## src/rtl/shift_add_mult_seq.sv

```systemverilog
// shift_add_mult_seq: sequential unsigned shift-and-add multiplier.
// A single WIDTH-bit adder (with carry-out) is reused for WIDTH steps,
// consuming one multiplier bit per step from the low half of the
// accumulator. The product is held until the next accepted start.
module shift_add_mult_seq #(
  parameter int WIDTH = 8
) (
  input  logic                 clk,
  input  logic                 rst_n,
  input  logic                 start,
  input  logic [WIDTH-1:0]     a,
  input  logic [WIDTH-1:0]     b,
  output logic                 ready,
  output logic                 busy,
  output logic                 done,
  output logic [2*WIDTH-1:0]   product
);

  // Counter width: enough range for WIDTH-1, at least one bit.
  localparam int CW = (WIDTH > 2) ? $clog2(WIDTH) : 1;
  localparam logic [CW-1:0] CNT_LAST = CW'(WIDTH - 1);
  localparam logic [CW-1:0] CNT_ONE  = CW'(1);

  typedef enum logic [1:0] {
    ST_IDLE = 2'd0,
    ST_RUN  = 2'd1,
    ST_DONE = 2'd2
  } state_t;

  state_t                 state_r;
  state_t                 state_next_s;
  logic [WIDTH-1:0]       mcand_r;
  logic [2*WIDTH-1:0]     acc_r;
  logic [CW-1:0]          cnt_r;

  logic [WIDTH-1:0]       hi_s;
  logic [WIDTH-1:0]       lo_s;
  logic [WIDTH-1:0]       addend_s;
  logic [WIDTH:0]         sum_s;
  logic [2*WIDTH-1:0]     acc_shift_s;
  logic                   accept_s;
  logic                   last_s;

  assign hi_s     = acc_r[2*WIDTH-1:WIDTH];
  assign lo_s     = acc_r[WIDTH-1:0];
  assign accept_s = (state_r == ST_IDLE) && start;
  assign last_s   = (cnt_r == CNT_LAST);

  // Shared adder: add the multiplicand to the high half when the current
  // multiplier bit is set, then shift the (2W+1)-bit result right by one
  // so the carry-out lands in the MSB of the accumulator.
  always_comb begin
    addend_s    = {WIDTH{1'b0}};
    sum_s       = {(WIDTH+1){1'b0}};
    acc_shift_s = {(2*WIDTH){1'b0}};
    if (acc_r[0]) begin
      addend_s = mcand_r;
    end else begin
      addend_s = {WIDTH{1'b0}};
    end
    sum_s       = {1'b0, hi_s} + {1'b0, addend_s};
    acc_shift_s = {sum_s, lo_s[WIDTH-1:1]};
  end

  // State register; reset drops any in-flight operation back to IDLE.
  always_ff @(posedge clk or negedge rst_n) begin
    if (!rst_n) begin
      state_r <= ST_IDLE;
    end else begin
      state_r <= state_next_s;
    end
  end

  // Next-state logic: accept in IDLE, run WIDTH steps, one DONE cycle.
  always_comb begin
    state_next_s = state_r;
    case (state_r)
      ST_IDLE: begin
        if (start) begin
          state_next_s = ST_RUN;
        end else begin
          state_next_s = ST_IDLE;
        end
      end
      ST_RUN: begin
        if (last_s) begin
          state_next_s = ST_DONE;
        end else begin
          state_next_s = ST_RUN;
        end
      end
      ST_DONE: begin
        state_next_s = ST_IDLE;
      end
      default: begin
        state_next_s = ST_IDLE;
      end
    endcase
  end

  // Datapath: load operands on accept, step the accumulator while running;
  // the accumulator is left untouched in DONE and IDLE so product holds.
  always_ff @(posedge clk or negedge rst_n) begin
    if (!rst_n) begin
      mcand_r <= {WIDTH{1'b0}};
      acc_r   <= {(2*WIDTH){1'b0}};
      cnt_r   <= {CW{1'b0}};
    end else if (accept_s) begin
      mcand_r <= a;
      acc_r   <= {{WIDTH{1'b0}}, b};
      cnt_r   <= {CW{1'b0}};
    end else if (state_r == ST_RUN) begin
      acc_r   <= acc_shift_s;
      cnt_r   <= cnt_r + CNT_ONE;
    end else begin
      mcand_r <= mcand_r;
      acc_r   <= acc_r;
      cnt_r   <= cnt_r;
    end
  end

  // Status flags are pure decodes of the state register.
  assign ready   = (state_r == ST_IDLE);
  assign busy    = (state_r == ST_RUN);
  assign done    = (state_r == ST_DONE);
  assign product = acc_r;

endmodule

```

## config.mk

```make
export PLATFORM = sky130hd
export DESIGN_NAME = shift_add_mult_seq
export DESIGN_NICKNAME = d
export VERILOG_FILES = /design/src/rtl/shift_add_mult_seq.sv
export SDC_FILE = /design/constraint.sdc
export NUM_CORES = 1
export LEC_CHECK = 0
export ABC_AREA = 1
export CAP_MARGIN = 20
export CORE_MARGIN = 1.5
export CORE_UTILIZATION = 49
export CTS_CLUSTER_SIZE = 30
export DETAILED_ROUTE_END_ITERATION = 10
export PLACE_DENSITY = 0.84
export SETUP_SLACK_MARGIN = 0.1
export SYNTH_ARGS = -nofsm -noshare
export SYNTH_HDL_FRONTEND = slang
export SYNTH_SLANG_ARGS = --single-unit
```

## constraint.sdc

```tcl
create_clock -name clk -period 2.25 [get_ports clk]
set_clock_uncertainty 0.1 [all_clocks]
set_input_delay 0.45 -clock clk [delete_from_list [all_inputs] [get_ports clk]]
set_output_delay 0.45 -clock clk [all_outputs]
set_load 0.03 [all_outputs]
```

==> results.py, run 1 <==
metrics = {
    "power": {
        "power_leakage_uw": 0.00117,
        "peakVddDrop_mv": 0.615,
        "power_density_nw_per_um2": 1400,
    },
    "layout": {
        "final_cells": 294,
        "final_util_pct": 67.1,
        "drive_gt1_share_pct": 7.60,
        "layout_common_cells": "nand2_1 (96), clkdlybuf4s50_1 (33), dfrtp_1 (29)",
        "nNetsFinal": 279,
        "final_common_cell": "nand2_1",
        "syn_to_final_growth_pct": 28.1,
        "antenna_cells": 0,
    },
    "yosys": {
        "synth_area_um2": 1610,
        "synthAdderAreaFrac_pct": 9.00,
        "synthXorXnorAreaFrac_pct": 0,
        "yosysWarnings": 0,
        "seq_area_frac_synth_pct": 45.0,
        "ys_ff_latch": 29,
        "synth_compound_area_share_pct": 5.35,
        "syn-instance-count": 207,
        "ys_types": 21,
        "yosys.area_share.simple_pct": 31.1,
        "syn_avg_cell_area_um2": 7.79,
        "synthMuxAreaShare_pct": 0,
        "synth_top_family_by_area": "simple AND/OR/NAND/NOR gates",
        "synth.net_count": 237,
    },
    "global_routing": {
        "grt_first_pass_wirelength_mm": 5.79,
        "antenna_found_initial": 0,
        "grt_max_degree": 30,
        "grt_usage_pct": 21.7,
        "grt_pass1_vias": 1369,
        "gr-total-overflow": 0,
    },
    "sta": {
        "tightest_slew_ns": 0.368,
        "min_period_over_period_pct": 88.8,
        "setup_viol": 0,
        "hold_viol_final": 0,
        "fin_tns_setup_ns": 0,
        "whs_ns": 0.393,
        "drv_slew": 0,
        "timing.fmax_ghz": 0.500,
        "rsz0062_at_grt": "false",
        "slew_headroom_pct": 75.4,
        "min_period_ns": 2.00,
    },
    "clock_network": {
        "root_buffer": "clkbuf_4",
        "clockBufferDepth": 2,
        "tritoncts": "built",
        "ctsHoldBuffers": 0,
        "numCtsBuffers": 5,
        "cts_setup_buffers": 0,
        "cts.htree.levels": 2,
        "path_clk_slew_ns": 0.09,
        "cts_sinks": 29,
        "insertion_delay_ns": 0.31,
    },
    "worst_setup_path": {
        "critical_path_class": "reg -> out",
        "cp_max_fo": 4,
        "path_cells": "clkdlybuf4s50_1",
        "cp_top_family": "buffers and inverters",
        "worst_path_largest_cell_delay_ns": 0.70,
        "crit_arrival_ns": 1.45,
        "worstSetupEndpointType": "output pin",
        "crit_buf_inv": 1,
        "setup.worst_path.start_class": "flop",
        "required_ns": 1.70,
        "critPathSlowestCell": "clkdlybuf4s50_1",
    },
    "die": {
        "core-area_um2": 3080,
        "die_h_um": 60.4,
        "initial_core_util_pct": 52.4,
        "fp.dieW_um": 60.4,
        "dieArea_um2": 3640,
        "ios": 38,
        "core.rowCount": 20,
    },
    "detailed_routing": {
        "drtPass1Iterations": 4,
        "drt_iter0_drc": 68,
        "drcViolationCount": 0,
        "wl_per_cell_um": 11.2,
        "ant_nets": 0,
        "vias": 1400,
        "vias_per_cell": 4.76,
        "finalWirelength_mm": 3.28,
    },
    "placed_design": {
        "gp_congestion": 0.823,
        "placement.io_buffers": 37,
        "dp.cells": 286,
        "hpwl_mm": 2.46,
    },
    "job": {
        "cap_violations": 0,
    },
    "outcome": {
        "status": "finished, final reports clean",
    },
    "hold_path": {
        "min_path_type": "reg -> reg",
    },
}
[flip-flops by register name (all words and copies together), names as in the netlist]
signal and cells:
product 16, state_r 2, mcand_r 8, cnt_r 3
[report_power, final]
part           leakage [µW]  internal (µW)  switching (µW)
Sequential         0.000361            765             193
Combinational      0.000779            655             996
Clock             0.0000320            119             173
[path summary, 6_finish.rpt]
path / from / to / slack (ns) / cells after the start
min reg2reg: cnt_r[0] / cnt_r[0] / 0.39 / 1
min in group asynchronous: rst_n / cnt_r[1] / 0.41 / 2
min: cnt_r[0] / cnt_r[0] / 0.39 / 1
max in group asynchronous: rst_n / state_r[0] / 1.37 / 2
max: product[9] / product[9] / 0.25 / 1
max reg2reg: product[0] / product[15] / 0.34 / 10
[Yosys cell counts]
cell / n / area share, %
nor2_2: 1 / 0.39
ha_1: 10 / 7.8
a21oi_1: 5 / 1.6
nand3_1: 12 / 3.7
o211ai_1: 2 / 0.93
inv_2: 2 / 0.47
dfrtp_1: 29 / 45
inv_1: 23 / 5.4
nand2_2: 2 / 0.78
clkbuf_1: 1 / 0.23
buf_4: 1 / 0.47
inv_8: 1 / 0.70
fa_1: 1 / 1.2
nand2_1: 96 / 22
nand4_1: 1 / 0.39
buf_8: 1 / 0.93
nand3_2: 3 / 1.9
o21ai_0: 4 / 1.2
buf_6: 2 / 1.4
nor2_1: 7 / 1.6
a22o_1: 3 / 1.6
[layer usage]
| layer | up-vias | wire length, µm | GRT usage (%) | share of wire [%] |
|---|---|---|---|---|
| met4 | 0 | 29 | 7.62 | 0.88 |
| met3 | 2 | 188 | 4.48 | 5.7 |
| met5 | - | 0 | 0 | 0 |
| met1 | 635 | 1430 | 27.7 | 44 |
| met2 | 37 | 1630 | 36.8 | 50 |
| li1 | 726 | - | - | - |
[worst reg2reg max path, delay by kind of cell, from the launching register on]
kind | cells | cell delay (ns)
flops | 1 | 0.48
buf+inv | 1 | 0.04
simple gates | 7 | 0.54
fa+ha+maj | 2 | 0.64
[cell type report]
| cell class | instances | area [µm²] |
|---|---|---|
| clock buffers | 6 | 41.3 |
| clock inverters | 2 | 10.0 |
| fillers | 272 | 1010 |
| inverters | 26 | 105 |
| multi-input cells | 147 | 733 |
| flip-flops and latches | 29 | 726 |
| well taps | 44 | 55.1 |
| repair buffers | 40 | 395 |
[repair_timing]
item,CTS,global route
endpoints found under the setup margin,2,2
pin swaps,0,0
endpoints found under the hold margin,0,0
gates cloned,0,0
resized for setup,2,2
[kinds of logic after synthesis]
kind of cell / Yosys count
simple gates: 122
buf+inv: 31
flops: 29
compound gates: 14
fa+ha+maj: 11
[metrics by stage]
stage	setup slack (ns)	cell area, µm²	total power (µW)
floorplan	0.263	1610	2120
global placement	0.373	2010	2610
detailed placement	0.345	2010	2640
CTS	0.119	2060	2930
global route	0.173	2070	3190
finish	0.251	2070	2900
Power figures use the tool's default switching activity.
==> run 2: changes to the inputs <==
--- a/config.mk
+++ b/config.mk
@@ -8,10 +8,10 @@
 export ABC_AREA = 1
 export CAP_MARGIN = 20
 export CORE_MARGIN = 1.5
-export CORE_UTILIZATION = 49
+export CORE_UTILIZATION = 53
 export CTS_CLUSTER_SIZE = 30
 export DETAILED_ROUTE_END_ITERATION = 10
-export PLACE_DENSITY = 0.84
+export PLACE_DENSITY = 0.89
 export SETUP_SLACK_MARGIN = 0.1
 export SYNTH_ARGS = -nofsm -noshare
 export SYNTH_HDL_FRONTEND = slang
==> constraint.sdc (replaced) <==
create_clock -name clk -period 2.31 [get_ports clk]
set_clock_uncertainty 0.1 [all_clocks]
set_input_delay 0.462 -clock clk [delete_from_list [all_inputs] [get_ports clk]]
set_output_delay 0.462 -clock clk [all_outputs]
set_load 0.03 [all_outputs]
==> results.py, run 2 (synthesized netlist as in run 1, its figures left out) <==
metrics = {
    "outcome": {
        "status": "finished, final reports clean",
    },
    "sta": {
        "drv_slew": 0,
        "fin_tns_setup_ns": 0,
        "hold_viol_final": 0,
        "min_period_ns": 2.15,
        "rsz0062_at_grt": "false",
        "min_period_over_period_pct": 92.9,
        "setup_viol": 0,
        "slew_headroom_pct": 75.9,
        "tightest_slew_ns": 0.361,
        "timing.fmax_ghz": 0.466,
    },
    "layout": {
        "drive_gt1_share_pct": 7.63,
        "final_util_pct": 73.4,
        "largest_reg_flops": 16,
        "antenna_cells": 0,
        "nNetsFinal": 278,
        "stdcell_area_um2": 2080,
        "syn_to_final_growth_pct": 28.7,
        "final_common_cell": "nand2_1",
        "layout_common_cells": "nand2_1 (96), clkdlybuf4s50_1 (36), dfrtp_1 (29)",
    },
    "job": {
        "cap_violations": 0,
    },
    "detailed_routing": {
        "finalWirelength_mm": 3.43,
        "drtPass1Iterations": 4,
        "vias": 1437,
        "drt_iter0_drc": 45,
        "drcViolationCount": 0,
        "ant_nets": 0,
        "wl_per_cell_um": 12.3,
        "vias_per_cell": 5.13,
    },
    "clock_network": {
        "ctsHoldBuffers": 0,
        "cts.htree.levels": 2,
        "path_clk_slew_ns": 0.10,
        "cts_sinks": 29,
        "insertion_delay_ns": 0.32,
        "clockBufferDepth": 2,
        "numCtsBuffers": 5,
        "tritoncts": "built",
        "root_buffer": "clkbuf_4",
    },
    "die": {
        "core.rowCount": 19,
        "fp.dieW_um": 58.2,
        "ios": 38,
        "die_h_um": 58.2,
        "initial_core_util_pct": 57.0,
        "dieArea_um2": 3380,
        "core-area_um2": 2830,
    },
    "worst_setup_path": {
        "reg2reg_from": "product[0]",
        "r2r_slack_ns": 0.40,
        "required_ns": 1.75,
        "cp_max_fo": 3,
        "reg2reg_to": "product[15]",
        "critical_path_class": "reg -> out",
        "worstSetupEndpointType": "output pin",
        "ff2ff_path_depth": 10,
        "setup.worst_path.start_class": "flop",
        "crit_arrival_ns": 1.58,
    },
    "placed_design": {
        "gp_congestion": 0.817,
        "placement.io_buffers": 37,
        "dpl_cell_area_um2": 1990,
        "hpwl_mm": 2.57,
    },
    "global_routing": {
        "grt_max_degree": 30,
        "gr-total-overflow": 0,
        "antenna_found_initial": 0,
        "grt_usage_pct": 22.7,
        "grt_first_pass_wirelength_mm": 5.76,
        "grt_pass1_vias": 1301,
    },
    "power": {
        "peakVddDrop_mv": 0.740,
        "power_leakage_uw": 0.00115,
        "power_density_nw_per_um2": 1450,
        "p_total_uw": 3010,
    },
    "hold_path": {
        "min_path_cells": 1,
        "min_path_type": "reg -> reg",
        "hold_start": "cnt_r[0]",
        "hold_end": "cnt_r[0]",
    },
}
-- run 2: metal layers --
metal	share of wire [%]	GRT usage, %	vias to the layer above
li1	-	-	726
met1	46	30.2	671
met2	49	35.9	36
met3	4.0	7.14	4
met4	1.1	6.31	0
met5	0	0	-
-- run 2: worst max-delay path: stages (launching register included) --
cell and delay (ns):
dfrtp_1 0.42, nor2_2 0.16, clkdlybuf4s50_1 0.69
-- run 2: timing repair --
action / in CTS / in global routing
resized for setup: 1 / 0
buffers inserted: 0 / 0
endpoints found under the setup margin: 1 / 0
-- run 2: report_power, final --
part	leakage [µW]	switching (µW)	internal [µW]
Clock	0.0000445	185	257
Sequential	0.000361	197	744
Combinational	0.000742	986	641
Total	0.00115	1370	1640
-- run 2: worst max path at each step --
| stage | end | cells after the start | start |
|---|---|---|---|
| CTS | ready | 2 | state_r[0] |
| finish | ready | 2 | state_r[0] |
| global placement | busy | 4 | state_r[1] |
| floorplan | product[15] | 11 | product[0] |
| detailed placement | product[15] | 10 | product[0] |
| global route | ready | 2 | state_r[0] |
-- run 2: layout make-up --
type / instances / area [µm²]
clock buffers: 6 / 51.3
clock inverters: 2 / 37.5
fillers: 215 / 753
inverters: 26 / 105
multi-input cells: 147 / 733
flip-flops and latches: 29 / 726
well taps: 31 / 38.8
repair buffers: 39 / 384
-- run 2: per-stage QoR --
step,hold WS [ns],worst slack (ns),std cells
2_1_floorplan,0.0664,0.323,207
3_3_place_gp,0.365,0.419,272
3_5_place_dp,0.372,0.397,272
4_1_cts,0.385,0.151,280
5_1_grt,0.427,0.110,280
6_report,0.382,0.165,280
==> run 3: changes to the inputs <==
--- a/config.mk
+++ b/config.mk
@@ -12,7 +12,6 @@
 export CTS_CLUSTER_SIZE = 30
 export DETAILED_ROUTE_END_ITERATION = 10
 export PLACE_DENSITY = 0.89
-export SETUP_SLACK_MARGIN = 0.1
 export SYNTH_ARGS = -nofsm -noshare
 export SYNTH_HDL_FRONTEND = slang
 export SYNTH_SLANG_ARGS = --single-unit
==> results.py, run 3 (synthesized netlist as in run 1, its figures left out) <==
metrics = {
    "hold_path": {
        "min_path_type": "reg -> reg",
        "min_path_cells": 1,
    },
    "placed_design": {
        "dpl_cell_area_um2": 1990,
        "pre_cts_ws_ns": 0.397,
        "gp_congestion": 0.817,
        "placement.io_buffers": 37,
        "dp.cells": 272,
        "hpwl_mm": 2.57,
    },
    "worst_setup_path": {
        "required_ns": 1.75,
        "path_cells": "nor2_2, clkdlybuf4s50_1",
        "worstSetupEndpointType": "output pin",
        "critical_path_class": "reg -> out",
        "reg2reg_from": "product[0]",
        "critPathSlowestCell": "clkdlybuf4s50_1",
        "ff2ff_path_depth": 10,
        "crit_arrival_ns": 1.59,
        "setup.worst_path.start_class": "flop",
        "crit_path_start": "state_r[0]",
        "cp_max_fo": 3,
        "worst_path_largest_cell_delay_ns": 0.69,
        "reg2reg_to": "product[15]",
        "r2r_slack_ns": 0.40,
        "cp-endpoint": "ready",
    },
    "die": {
        "ios": 38,
        "fp.dieW_um": 58.2,
        "die_h_um": 58.2,
        "initial_core_util_pct": 57.0,
        "core-area_um2": 2830,
        "dieArea_um2": 3380,
        "core.rowCount": 19,
    },
    "clock_network": {
        "ctsHoldBuffers": 0,
        "cts.htree.levels": 2,
        "path_clk_slew_ns": 0.10,
        "cts_setup_buffers": 0,
        "numCtsBuffers": 5,
        "insertion_delay_ns": 0.32,
        "post_cts_resize_count": 0,
        "tritoncts": "built",
        "root_buffer": "clkbuf_4",
        "cts_sinks": 29,
        "clockBufferDepth": 2,
    },
    "sta": {
        "fin_tns_setup_ns": 0,
        "fin_ws_ns": 0.161,
        "setup_viol": 0,
        "drv_slew": 0,
        "rsz0062_at_grt": "false",
        "min_period_over_period_pct": 93.0,
        "timing.fmax_ghz": 0.465,
        "tightest_slew_ns": 0.362,
        "slew_headroom_pct": 75.9,
        "hold_viol_final": 0,
        "min_period_ns": 2.15,
    },
    "layout": {
        "drive_gt1_share_pct": 7.63,
        "largest_reg_flops": 16,
        "n_fill_cell": 213,
        "multi_input_area_um2": 733,
        "antenna_cells": 0,
        "nNetsFinal": 278,
        "layout_common_cells": "nand2_1 (96), clkdlybuf4s50_1 (36), dfrtp_1 (29)",
        "seq_area_um2": 726,
        "final_cells": 280,
        "stdcell_area_um2": 2080,
        "syn_to_final_growth_pct": 28.9,
        "final_common_cell": "nand2_1",
    },
    "power": {
        "peakVddDrop_mv": 0.738,
        "power_density_nw_per_um2": 1450,
        "power_leakage_uw": 0.00115,
    },
    "detailed_routing": {
        "vias_per_cell": 5.13,
        "drcViolationCount": 0,
        "drtPass1Iterations": 4,
        "wl_per_cell_um": 12.3,
        "vias": 1436,
        "ant_nets": 0,
        "finalWirelength_mm": 3.44,
        "drt_iter0_drc": 57,
    },
    "outcome": {
        "status": "finished, final reports clean",
    },
    "global_routing": {
        "antenna_found_initial": 0,
        "gr-total-overflow": 0,
        "grt_max_degree": 30,
        "grt_usage_pct": 22.7,
        "grt_pass1_vias": 1301,
        "grt_first_pass_wirelength_mm": 5.76,
    },
    "job": {
        "cap_violations": 0,
    },
}
==> run 3: cell types whose count changed in the layout (fill, tap and decap cells not counted), sizes merged <==
cell | before | now
dlymetal6s2s | 0 | 1
dlygate4sd2 | 1 | 0
==> run 3: power breakdown <==
group | internal, µW | switching, µW
logic | 646 | 987
clock network | 257 | 184
registers | 744 | 197
total | 1650 | 1370
==> run 3: layout make-up <==
class	count	area share, %
Multi-Input combinational cell	147	35.3
Sequential cell	29	34.9
Timing Repair Buffer	39	18.7
Inverter	26	5.05
Clock buffer	6	2.47
Tap cell	31	1.87
Clock inverter	2	1.81
==> run 3: stage by stage <==
stage | hold WS, ns | utilization (%) | power [µW]
after global routing | 0.427 | 73.5 | 3240
after CTS | 0.385 | 73.4 | 3020
after global placement | 0.365 | 70.3 | 2530
after floorplan | 0.0664 | - | 2060
final | 0.387 | 73.5 | 3020
after detailed placement | 0.372 | 70.3 | 2580
==> run 3: worst min path at each step <==
stage | start | endpoint | slack, ns
floorplan | rst_n | cnt_r[0] | 0.07
global placement | mcand_r[5] | mcand_r[5] | 0.37
detailed placement | cnt_r[0] | cnt_r[0] | 0.37
CTS | cnt_r[0] | cnt_r[0] | 0.39
global route | mcand_r[5] | mcand_r[5] | 0.43
finish | cnt_r[0] | cnt_r[0] | 0.39
==> run 3: critical path: cells and delay by family (launching register included) <==
kind / cells / cell delay [ns]
simple gates: 1 / 0.16
flops: 1 / 0.42
buf+inv: 1 / 0.69
==> run 3: routing by layer <==
metal | track usage, % | wire length (µm) | vias up
met2 | 35.9 | 1690 | 42
met4 | 6.31 | 37 | 0
met1 | 30.2 | 1560 | 665
li1 | - | - | 725
met3 | 7.14 | 154 | 4
met5 | 0 | 0 | -
